**config.mk**
```make
export PLATFORM = sky130hd
export DESIGN_NAME = ps2_scan_rx
export DESIGN_NICKNAME = d
export VERILOG_FILES = /design/src/rtl/ps2_pkg.sv /design/src/rtl/ps2_line_filter.sv /design/src/rtl/ps2_scan_rx.sv
export SDC_FILE = /design/constraint.sdc
export NUM_CORES = 1
export LEC_CHECK = 0
export CAP_MARGIN = 20
export CORE_AREA = 3 3 64 78
export CTS_CLUSTER_DIAMETER = 150
export DETAILED_ROUTE_END_ITERATION = 16
export DIE_AREA = 0 0 67 81
export PLACE_DENSITY = 0.86
export SYNTH_ARGS = -nofsm -noshare
export SYNTH_HDL_FRONTEND = slang
export SYNTH_SLANG_ARGS = --single-unit
```
**constraint.sdc**
```tcl
create_clock -name clk -period 2.7 [get_ports clk]
set_input_delay 0.405 -clock clk [delete_from_list [all_inputs] [get_ports clk]]
set_output_delay 0.405 -clock clk [all_outputs]
set_load 0.1 [all_outputs]
```
**src/rtl/ps2_pkg.sv**
```systemverilog
// Shared types and constants for the PS/2 receive path.
package ps2_pkg;

  typedef enum logic [1:0] {
    ST_IDLE  = 2'd0,
    ST_RECV  = 2'd1,
    ST_CHECK = 2'd2
  } state_t;

  localparam logic [7:0] PS2_BREAK      = 8'hF0;
  localparam logic [7:0] PS2_EXT        = 8'hE0;
  localparam int         PS2_FRAME_BITS = 10;

  // Odd parity: data bits plus the parity bit must contain an odd number of ones.
  function automatic logic odd_parity_ok(input logic [8:0] par_and_data);
    return ^par_and_data;
  endfunction

endpackage

```
**src/rtl/ps2_line_filter.sv**
```systemverilog
// Synchronizes the raw PS/2 lines, debounces the clock and flags its
// filtered falling edges.
module ps2_line_filter #(
  parameter int FILTER_LEN = 8
) (
  input  logic clk,
  input  logic reset,
  input  logic ps2c,
  input  logic ps2d,
  output logic fall_tick,
  output logic data_sync
);

  logic                  c_meta_reg;
  logic                  c_sync_reg;
  logic                  d_meta_reg;
  logic                  d_sync_reg;
  logic [FILTER_LEN-1:0] filt_reg;
  logic                  fclk_reg;

  always_ff @(posedge clk) begin
    if (reset) begin
      c_meta_reg <= 1'b1;
      c_sync_reg <= 1'b1;
      d_meta_reg <= 1'b1;
      d_sync_reg <= 1'b1;
      filt_reg   <= '1;
      fclk_reg   <= 1'b1;
    end else begin
      c_meta_reg <= ps2c;
      c_sync_reg <= c_meta_reg;
      d_meta_reg <= ps2d;
      d_sync_reg <= d_meta_reg;
      filt_reg   <= {filt_reg[FILTER_LEN-2:0], c_sync_reg};
      if (&filt_reg) begin
        fclk_reg <= 1'b1;
      end else if (~|filt_reg) begin
        fclk_reg <= 1'b0;
      end
    end
  end

  // High in exactly the cycle before the filtered clock drops to 0.
  assign fall_tick = fclk_reg & ~|filt_reg;
  assign data_sync = d_sync_reg;

endmodule

```
**src/rtl/ps2_scan_rx.sv**
```systemverilog
// PS/2 keyboard receiver: deframes 11-bit frames and folds F0/E0 prefixes
// into flags on the next scan code. Parity checking: PS2_PARITY_CHECK_EN.
module ps2_scan_rx
  import ps2_pkg::*;
#(
  parameter int FILTER_LEN  = 8,
  parameter int TIMEOUT_CYC = 200000
) (
  input  logic       clk,
  input  logic       reset,
  input  logic       ps2c,
  input  logic       ps2d,
  output logic [7:0] scan_code,
  output logic       code_valid,
  output logic       break_flag,
  output logic       ext_flag,
  output logic       frame_err
);

  localparam int TW = $clog2(TIMEOUT_CYC + 1);
`ifdef PS2_PARITY_CHECK_EN
  localparam bit PARITY_EN = 1'b1;
`else
  localparam bit PARITY_EN = 1'b0;
`endif

  logic fall_tick;
  logic data_sync;

  ps2_line_filter #(.FILTER_LEN(FILTER_LEN)) u_filter (
    .clk       (clk),
    .reset     (reset),
    .ps2c      (ps2c),
    .ps2d      (ps2d),
    .fall_tick (fall_tick),
    .data_sync (data_sync)
  );

  state_t                    state_reg, state_next;
  logic [PS2_FRAME_BITS-1:0] shift_reg, shift_next;
  logic [3:0]                bit_cnt_reg, bit_cnt_next;
  logic [TW-1:0]             timer_reg, timer_next;
  logic                      brk_pend_reg, brk_pend_next;
  logic                      ext_pend_reg, ext_pend_next;
  logic [7:0]                scan_code_reg, scan_code_next;
  logic                      break_flag_reg, break_flag_next;
  logic                      ext_flag_reg, ext_flag_next;
  logic                      code_valid_reg, code_valid_next;
  logic                      frame_err_reg, frame_err_next;

  logic stop_ok;
  logic parity_ok;
  logic [7:0] rx_byte;

  // shift_reg holds {stop, parity, d7..d0} once the frame is complete.
  assign rx_byte   = shift_reg[7:0];
  assign stop_ok   = shift_reg[9];
  assign parity_ok = !PARITY_EN || odd_parity_ok(shift_reg[8:0]);

  always_ff @(posedge clk) begin
    if (reset) begin
      state_reg      <= ST_IDLE;
      shift_reg      <= '0;
      bit_cnt_reg    <= '0;
      timer_reg      <= '0;
      brk_pend_reg   <= 1'b0;
      ext_pend_reg   <= 1'b0;
      scan_code_reg  <= 8'h00;
      break_flag_reg <= 1'b0;
      ext_flag_reg   <= 1'b0;
      code_valid_reg <= 1'b0;
      frame_err_reg  <= 1'b0;
    end else begin
      state_reg      <= state_next;
      shift_reg      <= shift_next;
      bit_cnt_reg    <= bit_cnt_next;
      timer_reg      <= timer_next;
      brk_pend_reg   <= brk_pend_next;
      ext_pend_reg   <= ext_pend_next;
      scan_code_reg  <= scan_code_next;
      break_flag_reg <= break_flag_next;
      ext_flag_reg   <= ext_flag_next;
      code_valid_reg <= code_valid_next;
      frame_err_reg  <= frame_err_next;
    end
  end

  always_comb begin
    state_next      = state_reg;
    shift_next      = shift_reg;
    bit_cnt_next    = bit_cnt_reg;
    timer_next      = timer_reg;
    brk_pend_next   = brk_pend_reg;
    ext_pend_next   = ext_pend_reg;
    scan_code_next  = scan_code_reg;
    break_flag_next = break_flag_reg;
    ext_flag_next   = ext_flag_reg;
    code_valid_next = 1'b0;
    frame_err_next  = 1'b0;
    case (state_reg)
      ST_IDLE: begin
        if (fall_tick && !data_sync) begin
          state_next   = ST_RECV;
          bit_cnt_next = '0;
          timer_next   = '0;
        end
      end
      ST_RECV: begin
        if (fall_tick) begin
          shift_next   = {data_sync, shift_reg[PS2_FRAME_BITS-1:1]};
          bit_cnt_next = bit_cnt_reg + 4'd1;
          timer_next   = '0;
          if (bit_cnt_reg == 4'(PS2_FRAME_BITS - 1)) begin
            state_next = ST_CHECK;
          end
        end else if (timer_reg >= TW'(TIMEOUT_CYC)) begin
          // Stalled frame: drop it along with any half-built prefix sequence.
          state_next    = ST_IDLE;
          brk_pend_next = 1'b0;
          ext_pend_next = 1'b0;
        end else begin
          timer_next = timer_reg + TW'(1);
        end
      end
      ST_CHECK: begin
        state_next = ST_IDLE;
        if (!stop_ok || !parity_ok) begin
          frame_err_next = 1'b1;
          brk_pend_next  = 1'b0;
          ext_pend_next  = 1'b0;
        end else if (rx_byte == PS2_BREAK) begin
          brk_pend_next = 1'b1;
        end else if (rx_byte == PS2_EXT) begin
          ext_pend_next = 1'b1;
        end else begin
          scan_code_next  = rx_byte;
          break_flag_next = brk_pend_reg;
          ext_flag_next   = ext_pend_reg;
          code_valid_next = 1'b1;
          brk_pend_next   = 1'b0;
          ext_pend_next   = 1'b0;
        end
      end
      default: state_next = ST_IDLE;
    endcase
  end

  assign scan_code  = scan_code_reg;
  assign code_valid = code_valid_reg;
  assign break_flag = break_flag_reg;
  assign ext_flag   = ext_flag_reg;
  assign frame_err  = frame_err_reg;

endmodule

```
==> reports/metrics.cfg <==
[synthesis]
synth-seq-cells = 61
yosysMostFrequentCell = dfxtp_1
netlist.area_leader.share_pct = 45.35
synth_cell_types = 58
synth_area_um2 = 2693
async_flop_share_pct = 0
synth_area_leaders = dfxtp_1 45%, nand2_1 5.3%, mux2i_1 3.3%, a31oi_1 3.3%, a21oi_1 3.0%
ys.flop_type = dfxtp_1
seq_area_frac_synth_pct = 45.35
syn_inst = 287
avgSynthCellArea_um2 = 9.382
synth_adder_area_share_pct = 1.859
synthSimpleGateAreaFrac_pct = 26.44
synthMuxAreaShare_pct = 3.346
synth_edf_count = 0
yosys-top-cells-count = 61 x dfxtp_1, 38 x nand2_1, 20 x nor2_1
synth_top_family_by_area = simple AND/OR/NAND/NOR gates
synth_nets = 295
ys_warn_count = 0
synth-xor-area-share_pct = 0.9758
yosysTopAreaCell = dfxtp_1
synth_compound_area_share_pct = 17.43

[setup_path]
endpoint_kind = register
startpoint_type = register
rrSetupSlack_ps = 650
crit_type = register to register
r2r_cells = 6
reg2reg_from = u_filter.filt_reg[5]$_SDFF_PP1_
crit_fanout = 20
required_ps = 2930
endpoint = timer_reg[14]$_SDFFE_PP0P_
worstPathArrival_ps = 2280
worst_r2r_endpoint = timer_reg[14]$_SDFFE_PP0P_
startpoint = u_filter.filt_reg[5]$_SDFF_PP1_

[power]
ir_drop_uv = 425.4
p_per_area_nw_per_um2 = 614.3
leakage_nw = 1.074

[drt]
routed_wl_mm = 5.326
ant_nets = 0
post_drt_wl_per_cell_um = 14.55
drt-initial-drc-count = 171
drc_errors = 0
first_pass_iters = 4
num_vias = 2200
viasPerCell = 6.011

[job]
maxCapViolations = 0

[floorplanning]
io-pin-count = 16
die-height_um = 81
dieArea_um2 = 5427
start_util_pct = 62.70
dieWidth_um = 67
core_region_area_um2 = 4294
num_rows = 26

[clocking]
cts_resized = 0
cts_root_buffer = clkbuf_8
cts.sinks = 61
holdBufCountCts = 0
cts_tree = built
clk_pin_slew_worst_paths_ps = 70
clk_latency_ps = 340
cts_setup_buffers = 0
cts-buffers-inserted = 9
cts_max_path_buffers = 2
htree_levels = 3

[final_layout]
area_delta_synth_final_pct = 13.10
largest_reg_flops = 18
instances_no_fill = 366
drive_gt1_share_pct = 19.68
fill_cells = 325
fin_nets = 313
n_antenna_cell = 0

[outcome]
status = finished, final reports clean

[sta]
min_period_over_period_pct = 75.81
drv_slew = 0
fin_skew_ps = 9.295
rsz0062_at_grt = no
setup_viol = 0
max_clock_freq_ghz = 0.4886
fin_setup_tns_ps = 0
worstMarginPinSlew_ps = 655.6
maxSlewHeadroom_pct = 55.72
min_period_ps = 2047
hold_violations = 0

[hold_path]
hp-class = register to register
holdPathStages = 1

[global_routing]
grt_max_degree = 39
grt_pass1_vias = 2046
grt_usage_pct = 22.26
grt_pass1_wl_mm = 9.239
antenna_found_initial = 0
grt_overflow = 0

[placement]
dp_cells = 350
place_congestion = 0.8541
dpl.hpwl_mm = 3.597
io_buffer_count = 15

## worst min-delay path by stage
stage / start / endpoint / slack, ps
6_report: u_filter.c_sync_reg$_SDFF_PP1_ / u_filter.filt_reg[0]$_SDFF_PP1_ / 410
5_1_grt: u_filter.c_sync_reg$_SDFF_PP1_ / u_filter.filt_reg[0]$_SDFF_PP1_ / 430
4_1_cts: u_filter.c_sync_reg$_SDFF_PP1_ / u_filter.filt_reg[0]$_SDFF_PP1_ / 420
3_5_place_dp: u_filter.c_meta_reg$_SDFF_PP1_ / u_filter.c_sync_reg$_SDFF_PP1_ / 400
3_3_place_gp: u_filter.d_meta_reg$_SDFF_PP1_ / u_filter.data_sync$_SDFF_PP1_ / 390
2_1_floorplan: u_filter.c_meta_reg$_SDFF_PP1_ / u_filter.c_sync_reg$_SDFF_PP1_ / 390
## per-stage QoR
step                hold WS (ps)  cell area (um2)  worst slack [ps]  utilization (%)  total power, W
CTS                        416.9             3045             627.3            70.92        0.001881
global route               429.9             3045             482.7            70.92        0.001933
global placement           392.6             2811             634.3            65.47       0.0009607
detailed placement         399.5             2811             578.0            65.47       0.0009615
floorplan                  389.5             2693              1034                -       0.0009531
finish                     411.4             3045             653.1            70.92        0.001871
## metal layers
| metal | up-vias | routed length, um | track usage (%) |
|---|---|---|---|
| li1 | 1083 | - | - |
| met1 | 1047 | 2306 | 27.14 |
| met2 | 60 | 2633 | 36.28 |
| met3 | 10 | 267 | 6.224 |
| met4 | 0 | 119 | 9.736 |
| met5 | - | 0 | 0 |
## layout make-up
cell class / count / area, um2 / share of cell area, %
timing repair buffer: 18 / 142.6 / 4.684
inverter: 8 / 30.03 / 0.9860
tap: 56 / 70.07 / 2.301
sequential: 61 / 1221 / 40.10
clock buffer: 11 / 151.4 / 4.971
multi-input combinational: 207 / 1348 / 44.25
clock inverter: 5 / 82.58 / 2.712
## kinds of logic after synthesis
family | count (synthesis)
fa+ha+maj | 4
flops | 61
compound gates | 64
buf+inv | 19
mux | 9
xor+xnor | 3
simple gates | 127
## cells in the final DEF (no fill, tap or decap), drive strengths merged, types with 5 or more instances in the layout
cell,Yosys,layout
dfxtp,61,61
nand2,38,38
nor2,22,22
a21oi,18,18
buf,7,15
nand3,14,14
a31oi,14,14
or2,13,13
clkbuf,4,11
mux2i,9,9
nor3,9,9
inv,8,8
nor4,8,8
and3,6,6
o21ai,6,6
o211ai,5,5
## report_power, final
group	leakage, nW	internal (W)	total [W]	switching [W]
clock network	0.120	0.000571	0.000930	0.000358
registers	0.493	0.000905	0.000908	0.00000332
logic	0.462	0.0000130	0.0000326	0.0000195
total	1.07	0.00149	0.00187	0.000381
## critical path, stage by stage, from the launching register on
cell and delay [ps]:
dfxtp_1 330, nor4_2 420, and3_1 450, nor3_2 80, buf_4 210, and4_1 200
a221o_1 250
Note: power is estimated with default switching activity, not from simulation.
